<file path="config.mk">
export PLATFORM = sky130hd
export DESIGN_NAME = csr_exec
export DESIGN_NICKNAME = d
export VERILOG_FILES = /design/src/rtl/csr_exec.sv
export SDC_FILE = /design/constraint.sdc
export NUM_CORES = 1
export LEC_CHECK = 0
export ABC_AREA = 1
export CAP_MARGIN = 10
export CORE_AREA = 2 2 140 142
export DETAILED_ROUTE_END_ITERATION = 6
export DIE_AREA = 0 0 142 144
export HOLD_SLACK_MARGIN = 0.12
export PLACE_DENSITY = 0.74
export SLEW_MARGIN = 40
export SYNTH_ARGS = -nofsm -noshare
export SYNTH_HDL_FRONTEND = slang
export SYNTH_SLANG_ARGS = --single-unit
</file>
<file path="constraint.sdc">
create_clock -name clk -period 3 [get_ports clk]
set_input_delay 0.45 -clock clk [delete_from_list [all_inputs] [get_ports clk]]
set_output_delay 0.45 -clock clk [all_outputs]
set_load 0.01 [all_outputs]
</file>
<file path="src/rtl/csr_exec.sv">
// ============================================================================
// Module  : csr_exec
// Brief   : Sequences one Zicsr instruction as a read-modify-write on the
//           csrfile port and returns the old CSR value for rd writeback.
// Rev     : 1.0  initial release
// ============================================================================
`default_nettype none

module csr_exec #(
    parameter int XLEN   = 64,
    parameter int ADDR_W = 12
) (
    input  logic              clk,
    input  logic              rst,
    input  logic              i_valid,
    output logic              o_ready,
    input  logic [2:0]        i_funct3,
    input  logic [ADDR_W-1:0] i_csr_addr,
    input  logic [XLEN-1:0]   i_rs1_data,
    input  logic [4:0]        i_zimm,
    input  logic              i_rd_nz,
    input  logic              i_flush,
    output logic              o_csr_ren,
    output logic [ADDR_W-1:0] o_csr_addr,
    output logic              o_csr_wen,
    output logic [XLEN-1:0]   o_csr_wdata,
    input  logic [XLEN-1:0]   i_csr_rdata,
    output logic              o_done,
    output logic              o_illegal,
    output logic              o_rd_wen,
    output logic [XLEN-1:0]   o_rd_data
);

    typedef enum logic [1:0] {
        IDLE  = 2'd0,
        READ  = 2'd1,
        WRITE = 2'd2,
        DONE  = 2'd3
    } state_t;

    state_t            state;
    logic [1:0]        kind_q;
    logic [ADDR_W-1:0] addr_q;
    logic [XLEN-1:0]   op_q;
    logic [XLEN-1:0]   rdata_q;
    logic              rd_nz_q;
    logic              wr_en_q;
    logic              illegal_q;

    logic              do_read;
    logic [XLEN-1:0]   wdata;

    // Plain swaps with rd=x0 skip the read so read side effects never fire.
    assign do_read = !((kind_q == 2'b01) && !rd_nz_q);

    always_comb begin
        wdata = op_q;
        case (kind_q)
            2'b10:   wdata = rdata_q | op_q;
            2'b11:   wdata = rdata_q & ~op_q;
            default: wdata = op_q;
        endcase
    end

    always_ff @(posedge clk or negedge rst) begin
        if (!rst) begin
            state     <= IDLE;
            kind_q    <= 2'b00;
            addr_q    <= '0;
            op_q      <= '0;
            rdata_q   <= '0;
            rd_nz_q   <= 1'b0;
            wr_en_q   <= 1'b0;
            illegal_q <= 1'b0;
        end else begin
            case (state)
                IDLE: begin
                    if (i_valid && !i_flush) begin
                        kind_q    <= i_funct3[1:0];
                        addr_q    <= i_csr_addr;
                        op_q      <= i_funct3[2] ? {{(XLEN-5){1'b0}}, i_zimm} : i_rs1_data;
                        rd_nz_q   <= i_rd_nz;
                        wr_en_q   <= (i_funct3[1:0] == 2'b01) ? 1'b1 : (i_zimm != 5'd0);
                        illegal_q <= (i_funct3[1:0] == 2'b00);
                        rdata_q   <= '0;
                        state     <= (i_funct3[1:0] == 2'b00) ? DONE : READ;
                    end
                end
                READ: begin
                    if (i_flush) begin
                        state <= IDLE;
                    end else begin
                        rdata_q <= do_read ? i_csr_rdata : '0;
                        state   <= WRITE;
                    end
                end
                WRITE:   state <= i_flush ? IDLE : DONE;
                default: state <= IDLE;
            endcase
        end
    end

    // Strobes decode straight from state so an asynchronous reset drops them at once.
    assign o_ready     = (state == IDLE);
    assign o_csr_addr  = (state != IDLE) ? addr_q : '0;
    assign o_csr_ren   = (state == READ) && do_read;
    assign o_csr_wen   = (state == WRITE) && wr_en_q && !i_flush;
    assign o_csr_wdata = (state == WRITE) ? wdata : '0;
    assign o_done      = (state == DONE) && !i_flush;
    assign o_illegal   = o_done && illegal_q;
    assign o_rd_wen    = o_done && rd_nz_q && !illegal_q;
    assign o_rd_data   = o_done ? rdata_q : '0;

endmodule

`default_nettype wire
</file>
==> impl_metrics.json, run 1 <==
{
  "num-nets-final": 1379,
  "fin_skew_ns": 0.00913,
  "die_y_um": 144,
  "remaining_drc_errors": 0,
  "min_period_ns": 2.82,
  "p_leak_nw": 4.44,
  "yosysUniqueCellTypes": 21,
  "rsz0062_at_grt": "no",
  "worstPathArrival_ns": 2.37,
  "die_area_um2": 20400,
  "via_count": 7459,
  "drt-pass1-iter-count": 5,
  "ios": 299,
  "gp_congestion": 0.845,
  "outcome": "complete, no violations",
  "drt_iter0_markers": 450,
  "clk_transition_reported_paths_ns": 0.06,
  "cts_tree": "yes",
  "clockBufferDepth": 2,
  "slew_headroom_pct": 46.6,
  "required_ns": 2.55,
  "synth_nets": 1124,
  "drive_above_1_share_pct": 4.92,
  "dp_hpwl_um": 16100,
  "crit_type": "flip-flop to output pin",
  "crit_fanout": 45,
  "via_per_inst": 5.04,
  "power_density_nw_per_um2": 651,
  "cts_root_buf": "clkbuf_16",
  "slew_violations": 0,
  "period_share_pct": 94.0,
  "grt_pass1_vias": 7073,
  "seq_area_frac_synth_pct": 49.4,
  "numPortBuffers": 298,
  "insertion_delay_ns": 0.41,
  "grt_max_degree": 134,
  "peakVddDrop_mv": 0.428,
  "clock_sinks": 147,
  "area_growth_pct": 50.4,
  "cts.htree.levels": 4,
  "ys_warn_count": 0,
  "cts_buffers": 17,
  "start_kind": "flip-flop",
  "wl_per_cell_um": 16.7,
  "hold_path.class": "flip-flop to flip-flop",
  "finalHoldViolCount": 0,
  "finalSetupViolations": 0,
  "nFillCells": 1746,
  "core_um2": 19100,
  "std_cell_rows": 51,
  "cp-end-kind": "output pin",
  "synth_cells": 971,
  "antenna_found_initial": 0,
  "tightest_slew_ns": 0.802,
  "tns_ns": 0,
  "ys_ff_latch": 147,
  "cap_violations": 0,
  "overflow": 0,
  "syn_area_per_cell_um2": 7.67,
  "grt_pass1_wl_um": 38300,
  "dpl-instance-area_um2": 10600,
  "wl_um": 24700,
  "track_usage_pct": 23.9,
  "post-route-cell-area_um2": 11200,
  "die_x_um": 142,
  "syn-cell-area_um2": 7450,
  "initial_core_util_pct": 39.0,
  "ant_nets": 0,
  "fmax_mhz": 354
}
[synthesized netlist by cell type]
cell,count,area [µm²]
nand2_1,221,830
dfrtp_1,147,3680
o21ai_0,125,626
inv_1,89,334
nor2_1,81,304
nand3_1,68,340
a21oi_1,65,325
a211oi_1,64,480
clkbuf_1,40,150
buf_2,23,115
o21ai_1,23,115
buf_1,8,30.0
or2_2,4,25.0
buf_6,3,33.8
clkbuf_2,3,15.0
inv_2,2,7.51
buf_4,1,7.51
nand4_1,1,6.26
nor2_2,1,6.26
nor2_4,1,11.3
nor3_1,1,5.00
[worst paths after layout]
| path | from | end | slack, ns | cells after the start |
|---|---|---|---|---|
| setup / recovery | state[0] | o_csr_wdata[5] | 0.18 | 5 |
| hold / removal | op_q[54] | op_q[54] | 0.51 | 2 |
| setup reg to reg | state[1] | rdata_q[34] | 1.00 | 5 |
| hold reg to reg | op_q[54] | op_q[54] | 0.51 | 2 |
| max in group asynchronous | rst | op_q[51] | 1.61 | 3 |
| min in group asynchronous | rst | addr_q[9] | 0.61 | 2 |
[where the power goes]
group          total, W  internal, W  switching [W]
combinational   0.00226     0.000898        0.00136
sequential      0.00293      0.00251       0.000420
clock           0.00210      0.00124       0.000863
total           0.00729      0.00464        0.00264
[worst max-delay path, cell delays in order, from the launching register on]
cell and delay, ns:
dfrtp_1 0.44, inv_1 0.16, nand2_2 0.08, buf_4 0.32, a211oi_1 0.32, clkdlybuf4s50_1 0.64
[per-layer routing]
layer  global-route usage (%)  part of all wire (%)
met1                     30.6                    42
met2                     40.4                    49
met3                     5.50                   6.3
met4                     7.89                   2.2
met5                        0                     0
[cell type report]
type                            count  area [µm²]  area share [%]
Antenna cell                        2        5.00          0.0447
Clock buffer                       18         429            3.83
Clock inverter                     14         155            1.39
Inverter                           91         342            3.05
Multi-Input combinational cell    655        3110            27.7
Sequential cell                   147        3680            32.9
Tap cell                          238         298            2.66
Timing Repair Buffer              314        3180            28.4
[what timing repair did]
action                    in CTS  in global routing
hold endpoints to repair      50                  0
hold buffers                   1                  0
resized for setup              0                  0
buffers inserted               0                  0
[stage by stage]
step           power [W]  utilization [%]  cells  hold WS, ns  worst slack [ns]
5_1_grt          0.00777             58.7   1477        0.535            0.0460
2_1_floorplan    0.00422                -    971        0.154              1.28
6_report         0.00729             58.7   1479        0.507             0.179
4_1_cts          0.00737             58.7   1477        0.511             0.151
3_5_place_dp     0.00523             55.5   1444        0.495             0.491
3_3_place_gp     0.00516             55.5   1444        0.471             0.539
[cells by family after synthesis]
| family | share of synthesized area, % |
|---|---|
| buf+inv | 9.31 |
| simple gates | 20.5 |
| flops | 49.4 |
| compound gates | 20.8 |
[sequential cells by signal (all words and copies together), names as in the netlist]
register and count:
state 2, addr_q 12, op_q 64, illegal_q 1
kind_q 2, rd_nz_q 1, wr_en_q 1, rdata_q 64
[placed cells by master, fill, tap and decap left out, types with 2 or more instances in the layout]
cell type / netlist / final
a211oi_1: 64 / 64
a21oi_1: 65 / 65
buf_12: 0 / 6
buf_4: 1 / 9
bufinv_16: 0 / 2
clkbuf_16: 0 / 17
clkdlybuf4s50_1: 0 / 297
clkinv_2: 0 / 2
clkinv_4: 0 / 5
clkinvlp_4: 0 / 2
dfrtp_1: 147 / 146
diode_2: 0 / 2
inv_1: 89 / 89
inv_2: 2 / 2
inv_6: 0 / 3
nand2_1: 221 / 218
nand2_4: 0 / 2
nand3_1: 68 / 66
nand3_2: 0 / 2
nor2_1: 81 / 81
nor2_4: 1 / 2
o21ai_0: 125 / 125
o21ai_1: 23 / 23
or2_2: 4 / 4
Power figures use the tool's default switching activity.
==> run 2: changes to the inputs <==
--- a/config.mk
+++ b/config.mk
@@ -10,7 +10,7 @@
 export CORE_AREA = 2 2 140 142
 export DETAILED_ROUTE_END_ITERATION = 6
 export DIE_AREA = 0 0 142 144
-export HOLD_SLACK_MARGIN = 0.12
+export HOLD_SLACK_MARGIN = 0.08
 export PLACE_DENSITY = 0.74
 export SLEW_MARGIN = 40
 export SYNTH_ARGS = -nofsm -noshare
==> run 2 against run 1 <==
Effect of this change:
- via count shrank 0.21%
- non-clock buffer count shrank 1
- total power is essentially flat
- largest cell class unchanged
==> impl_metrics.json, run 2 (synthesized netlist as in run 1, its figures left out) <==
{
  "cap_violations": 0,
  "grt_max_degree": 134,
  "rsz0062_at_grt": "no",
  "post_cts_buffers": 0,
  "met3_usage_pct": 5.50,
  "reg_top3": "op_q x64, rdata_q x64, addr_q x12",
  "peakVddDrop_mv": 0.430,
  "p_int_w": 0.00464,
  "initial_core_util_pct": 39.0,
  "finalHoldViolCount": 0,
  "fin_skew_ns": 0.00923,
  "clockBufferDepth": 2,
  "num-nets-final": 1378,
  "dpl-instance-area_um2": 10600,
  "clockPowerShare_pct": 28.8,
  "cts_resized": 0,
  "worstPathArrival_ns": 2.37,
  "cts_tree": "yes",
  "drive_above_1_share_pct": 4.93,
  "overflow": 0,
  "crit_type": "flip-flop to output pin",
  "cts_buffers": 17,
  "layout_commonest_cell": "clkdlybuf4s50_1",
  "seqPwrFrac_pct": 40.2,
  "power_density_nw_per_um2": 651,
  "tns_ns": 0,
  "die_y_um": 144,
  "grt_pass1_wl_um": 38300,
  "die_x_um": 142,
  "slew_violations": 0,
  "fmax_mhz": 355,
  "drt_iter0_markers": 430,
  "fin_total_pwr_w": 0.00729,
  "die_area_um2": 20400,
  "core_um2": 19100,
  "ctsHoldBuffers": 0,
  "antenna_found_initial": 0,
  "nFillCells": 1747,
  "ant_nets": 0,
  "tightest_slew_ns": 0.808,
  "slew_headroom_pct": 46.2,
  "cts_root_buf": "clkbuf_16",
  "cts.htree.levels": 4,
  "swShare_pct": 36.3,
  "clock_sinks": 147,
  "use_met1_pct": 30.6,
  "final_cell_mix": "clkdlybuf4s50_1 (297), nand2_1 (218), dfrtp_1 (146)",
  "crit_fanout": 45,
  "combPwrFrac_pct": 31.0,
  "drt-pass1-iter-count": 5,
  "grtUsageMet2_pct": 40.4,
  "area_growth_pct": 50.3,
  "post-route-cell-area_um2": 11200,
  "period_share_pct": 94.0,
  "p_leak_nw": 4.43,
  "grt.busiest_layer": "met2",
  "via_per_inst": 5.04,
  "finalSetupViolations": 0,
  "std_cell_rows": 51,
  "clk_transition_reported_paths_ns": 0.06,
  "dp_hpwl_um": 16100,
  "insertion_delay_ns": 0.41,
  "outcome": "complete, no violations",
  "start_kind": "flip-flop",
  "min_period_ns": 2.82,
  "cp-end-kind": "output pin",
  "remaining_drc_errors": 0,
  "power_switching_w": 0.00264,
  "track_usage_pct": 23.9,
  "hold_path.class": "input pin to async pin",
  "numPortBuffers": 298,
  "wl_per_cell_um": 16.7,
  "ios": 299,
  "via_count": 7443,
  "grt_pass1_vias": 7072,
  "gp_congestion": 0.845,
  "required_ns": 2.55,
  "wl_um": 24600
}
## run 2: metal layers
layer	wire, µm	vias up
met5	0	-
met1	10400	3452
met2	12100	240
li1	-	3719
met4	536	0
met3	1570	32
## run 2: stage by stage
stage / instances / hold slack, ns / util (%) / worst slack, ns
after global placement: 1444 / 0.471 / 55.5 / 0.539
after global routing: 1476 / 0.0976 / 58.6 / 0.0460
after detailed placement: 1444 / 0.495 / 55.5 / 0.491
final: 1478 / 0.0687 / 58.6 / 0.180
after CTS: 1476 / 0.104 / 58.6 / 0.151
after floorplan: 971 / 0.154 / - / 1.28
## run 2: area by class of cell
class / instances / area, µm² / area share (%)
Antenna cell: 2 / 5.00 / 0.0447
Multi-Input combinational cell: 655 / 3110 / 27.8
Clock buffer: 18 / 429 / 3.84
Sequential cell: 147 / 3680 / 32.9
Tap cell: 238 / 298 / 2.66
Inverter: 91 / 342 / 3.05
Timing Repair Buffer: 313 / 3170 / 28.4
Clock inverter: 14 / 155 / 1.39
## run 2: power groups by stage
| stage | Sequential (W) | Combinational, W | Clock [W] |
|---|---|---|---|
| 2_1_floorplan | 0.00283 | 0.00140 | 0 |
| 3_3_place_gp | 0.00293 | 0.00223 | 0 |
| 3_5_place_dp | 0.00295 | 0.00227 | 0 |
| 4_1_cts | 0.00292 | 0.00228 | 0.00216 |
| 5_1_grt | 0.00300 | 0.00252 | 0.00226 |
| 6_report | 0.00293 | 0.00226 | 0.00210 |
## run 2: critical path, cell delays in order, from the launching register on
cell             delay (ns)
dfrtp_1                0.44
inv_1                  0.16
nand2_2                0.08
buf_4                  0.32
a211oi_1               0.32
clkdlybuf4s50_1        0.64
## run 2: worst paths after layout
| kind | startpoint | endpoint | slack [ns] | cells past startpoint |
|---|---|---|---|---|
| max in group asynchronous | rst | op_q[51] | 2.18 | 2 |
| worst min register to register | wr_en_q | wr_en_q | 0.51 | 2 |
| min in group clk | wr_en_q | wr_en_q | 0.51 | 2 |
| worst min-delay path | rst | addr_q[9] | 0.07 | 1 |
| worst max-delay path | state[0] | o_csr_wdata[5] | 0.18 | 5 |
| worst max register to register | state[1] | rdata_q[34] | 1.01 | 5 |
==> run 3: changes to the inputs <==
--- a/config.mk
+++ b/config.mk
@@ -12,7 +12,6 @@
 export DIE_AREA = 0 0 142 144
 export HOLD_SLACK_MARGIN = 0.08
 export PLACE_DENSITY = 0.74
-export SLEW_MARGIN = 40
 export SYNTH_ARGS = -nofsm -noshare
 export SYNTH_HDL_FRONTEND = slang
 export SYNTH_SLANG_ARGS = --single-unit
==> constraint.sdc (replaced) <==
create_clock -name clk -period 2.7 [get_ports clk]
set_input_delay 0.405 -clock clk [delete_from_list [all_inputs] [get_ports clk]]
set_output_delay 0.405 -clock clk [all_outputs]
set_load 0.01 [all_outputs]
==> run 3 against run 2 <==
Effect of this change:
- combinational power up 14%
- clock skew shrank 0.0012 ns
- final cell count rose by 0.27%
- non-clock buffer count increased by 4
- count of clock-buffer cells in the layout grew 3
- total power up 13%
- register-to-register slack worse by 0.29 ns
- utilization rose by 0.71 points
- design area rose by 1.2%
- critical endpoint is now o_csr_wdata[8]
- largest cell class unchanged
- highest routed layer unchanged
==> impl_metrics.json, run 3 (synthesized netlist as in run 1, its figures left out) <==
{
  "p_leak_nw": 4.60,
  "multiInputGateArea_um2": 3140,
  "slew_headroom_pct": 46.3,
  "slowest_delay_ns": 0.61,
  "crit_path_cell_trace": "inv_2 > nand2_2 > buf_8 > a211oi_1 > clkdlybuf4s50_1",
  "grt_max_degree": 77,
  "required_ns": 2.30,
  "clock_sinks": 147,
  "period_share_pct": 96.0,
  "cts_tree": "yes",
  "finalNonFillerCells": 1482,
  "finalHoldViolCount": 0,
  "core_um2": 19100,
  "drt-pass1-iter-count": 5,
  "tightest_slew_ns": 0.806,
  "initial_core_util_pct": 39.0,
  "dp_hpwl_um": 16100,
  "nFillCells": 1765,
  "final_cell_mix": "clkdlybuf4s50_1 (289), nand2_1 (218), dfrtp_1 (145)",
  "die_y_um": 144,
  "drive_above_1_share_pct": 5.64,
  "area_growth_pct": 52.1,
  "outcome": "complete, no violations",
  "ios": 299,
  "num-nets-final": 1382,
  "min_period_ns": 2.59,
  "numPortBuffers": 298,
  "ant_nets": 0,
  "remaining_drc_errors": 0,
  "fin_total_pwr_w": 0.00825,
  "wl_per_cell_um": 16.6,
  "crit_fanout": 43,
  "slew_violations": 0,
  "finalSetupViolations": 0,
  "peakVddDrop_mv": 0.475,
  "hold_path.class": "input pin to async pin",
  "reg_top3": "op_q x64, rdata_q x64, addr_q x12",
  "wl_um": 24600,
  "regToRegSetupSlack_ns": 0.72,
  "cts_buffers": 17,
  "fin_skew_ns": 0.00806,
  "power_density_nw_per_um2": 728,
  "overflow": 0,
  "grt_pass1_wl_um": 37700,
  "clockBufferDepth": 2,
  "die_area_um2": 20400,
  "post-route-cell-area_um2": 11300,
  "regArea_um2": 3680,
  "dpl-instance-area_um2": 10600,
  "clk_transition_reported_paths_ns": 0.06,
  "antenna_found_initial": 2,
  "post-place-cells": 1446,
  "slowest_stage": "clkdlybuf4s50_1",
  "grt_pass1_vias": 7079,
  "cts.htree.levels": 4,
  "start_kind": "flip-flop",
  "die_x_um": 142,
  "via_per_inst": 5.07,
  "worstPathArrival_ns": 2.19,
  "rsz0062_at_grt": "no",
  "fmax_mhz": 386,
  "layout_commonest_cell": "clkdlybuf4s50_1",
  "cp-end-kind": "output pin",
  "gp_congestion": 0.847,
  "std_cell_rows": 51,
  "via_count": 7517,
  "insertion_delay_ns": 0.42,
  "cap_violations": 0,
  "cts_root_buf": "clkbuf_16",
  "post_cts_buffers": 0,
  "crit_type": "flip-flop to output pin",
  "drt_iter0_markers": 453,
  "track_usage_pct": 23.6
}
-- run 3: changes by cell type in the layout (fill, tap and decap cells not counted), moves of 2 or more --
cell             delta
a211oi_1            -6
a211oi_2            +6
clkbuf_1            +2
clkdlybuf4s50_1     -8
clkinv_4            -3
dlymetal6s2s_1      +7
-- run 3: power by group --
| group | leakage, nW | internal (W) | switching, W | total, W |
|---|---|---|---|---|
| combinational | 2.37 | 0.00104 | 0.00153 | 0.00257 |
| sequential | 1.94 | 0.00279 | 0.000464 | 0.00325 |
| clock | 0.284 | 0.00149 | 0.000933 | 0.00242 |
-- run 3: area by class of cell --
type	instances	share of cell area, %
Clock buffer	21	3.98
Inverter	91	3.04
Tap cell	238	2.63
Antenna cell	2	0.0442
Timing Repair Buffer	317	28.8
Clock inverter	11	1.35
Multi-Input combinational cell	655	27.7
Sequential cell	147	32.5
-- run 3: per-stage QoR --
stage	utilization, %	setup slack [ns]	setup TNS [ns]	hold WS (ns)
after floorplan	-	1.03	0	0.109
after global placement	55.7	0.335	0	0.372
after detailed placement	55.7	0.257	0	0.376
after CTS	58.9	-0.00126	-0.00126	0.493
after global routing	59.4	0.00787	0	0.520
final	59.4	0.109	0	0.493
-- run 3: path summary, 6_finish.rpt --
kind	startpoint	endpoint	depth (start not counted)
hold / removal	rst	addr_q[10]	2
setup / recovery	state[0]	o_csr_wdata[8]	5
setup reg to reg	kind_q[1]	rdata_q[2]	6
min in group clk	op_q[29]	op_q[29]	2
hold reg to reg	op_q[29]	op_q[29]	2
max in group asynchronous	rst	op_q[39]	3
-- run 3: layer usage --
layer,vias up,track usage (%),wire length (µm)
li1,3720,-,-
met4,0,9.26,731
met1,3473,29.3,10300
met2,281,40.1,12100
met5,-,0,0
met3,43,5.40,1580
-- run 3: repair_timing --
item	in CTS	in global routing
hold endpoints to repair	44	0
resized for setup	3	18
gates cloned	0	1
hold buffers	1	0
setup endpoints to repair	43	60
-- run 3: critical path: cells and delay by family, from the launching register on --
| kind | cells | cell delay (ns) |
|---|---|---|
| and+or+nand+nor | 1 | 0.08 |
| AOI/OAI and AO/OA | 1 | 0.27 |
| DFF | 1 | 0.45 |
| buffers and inverters | 3 | 0.97 |
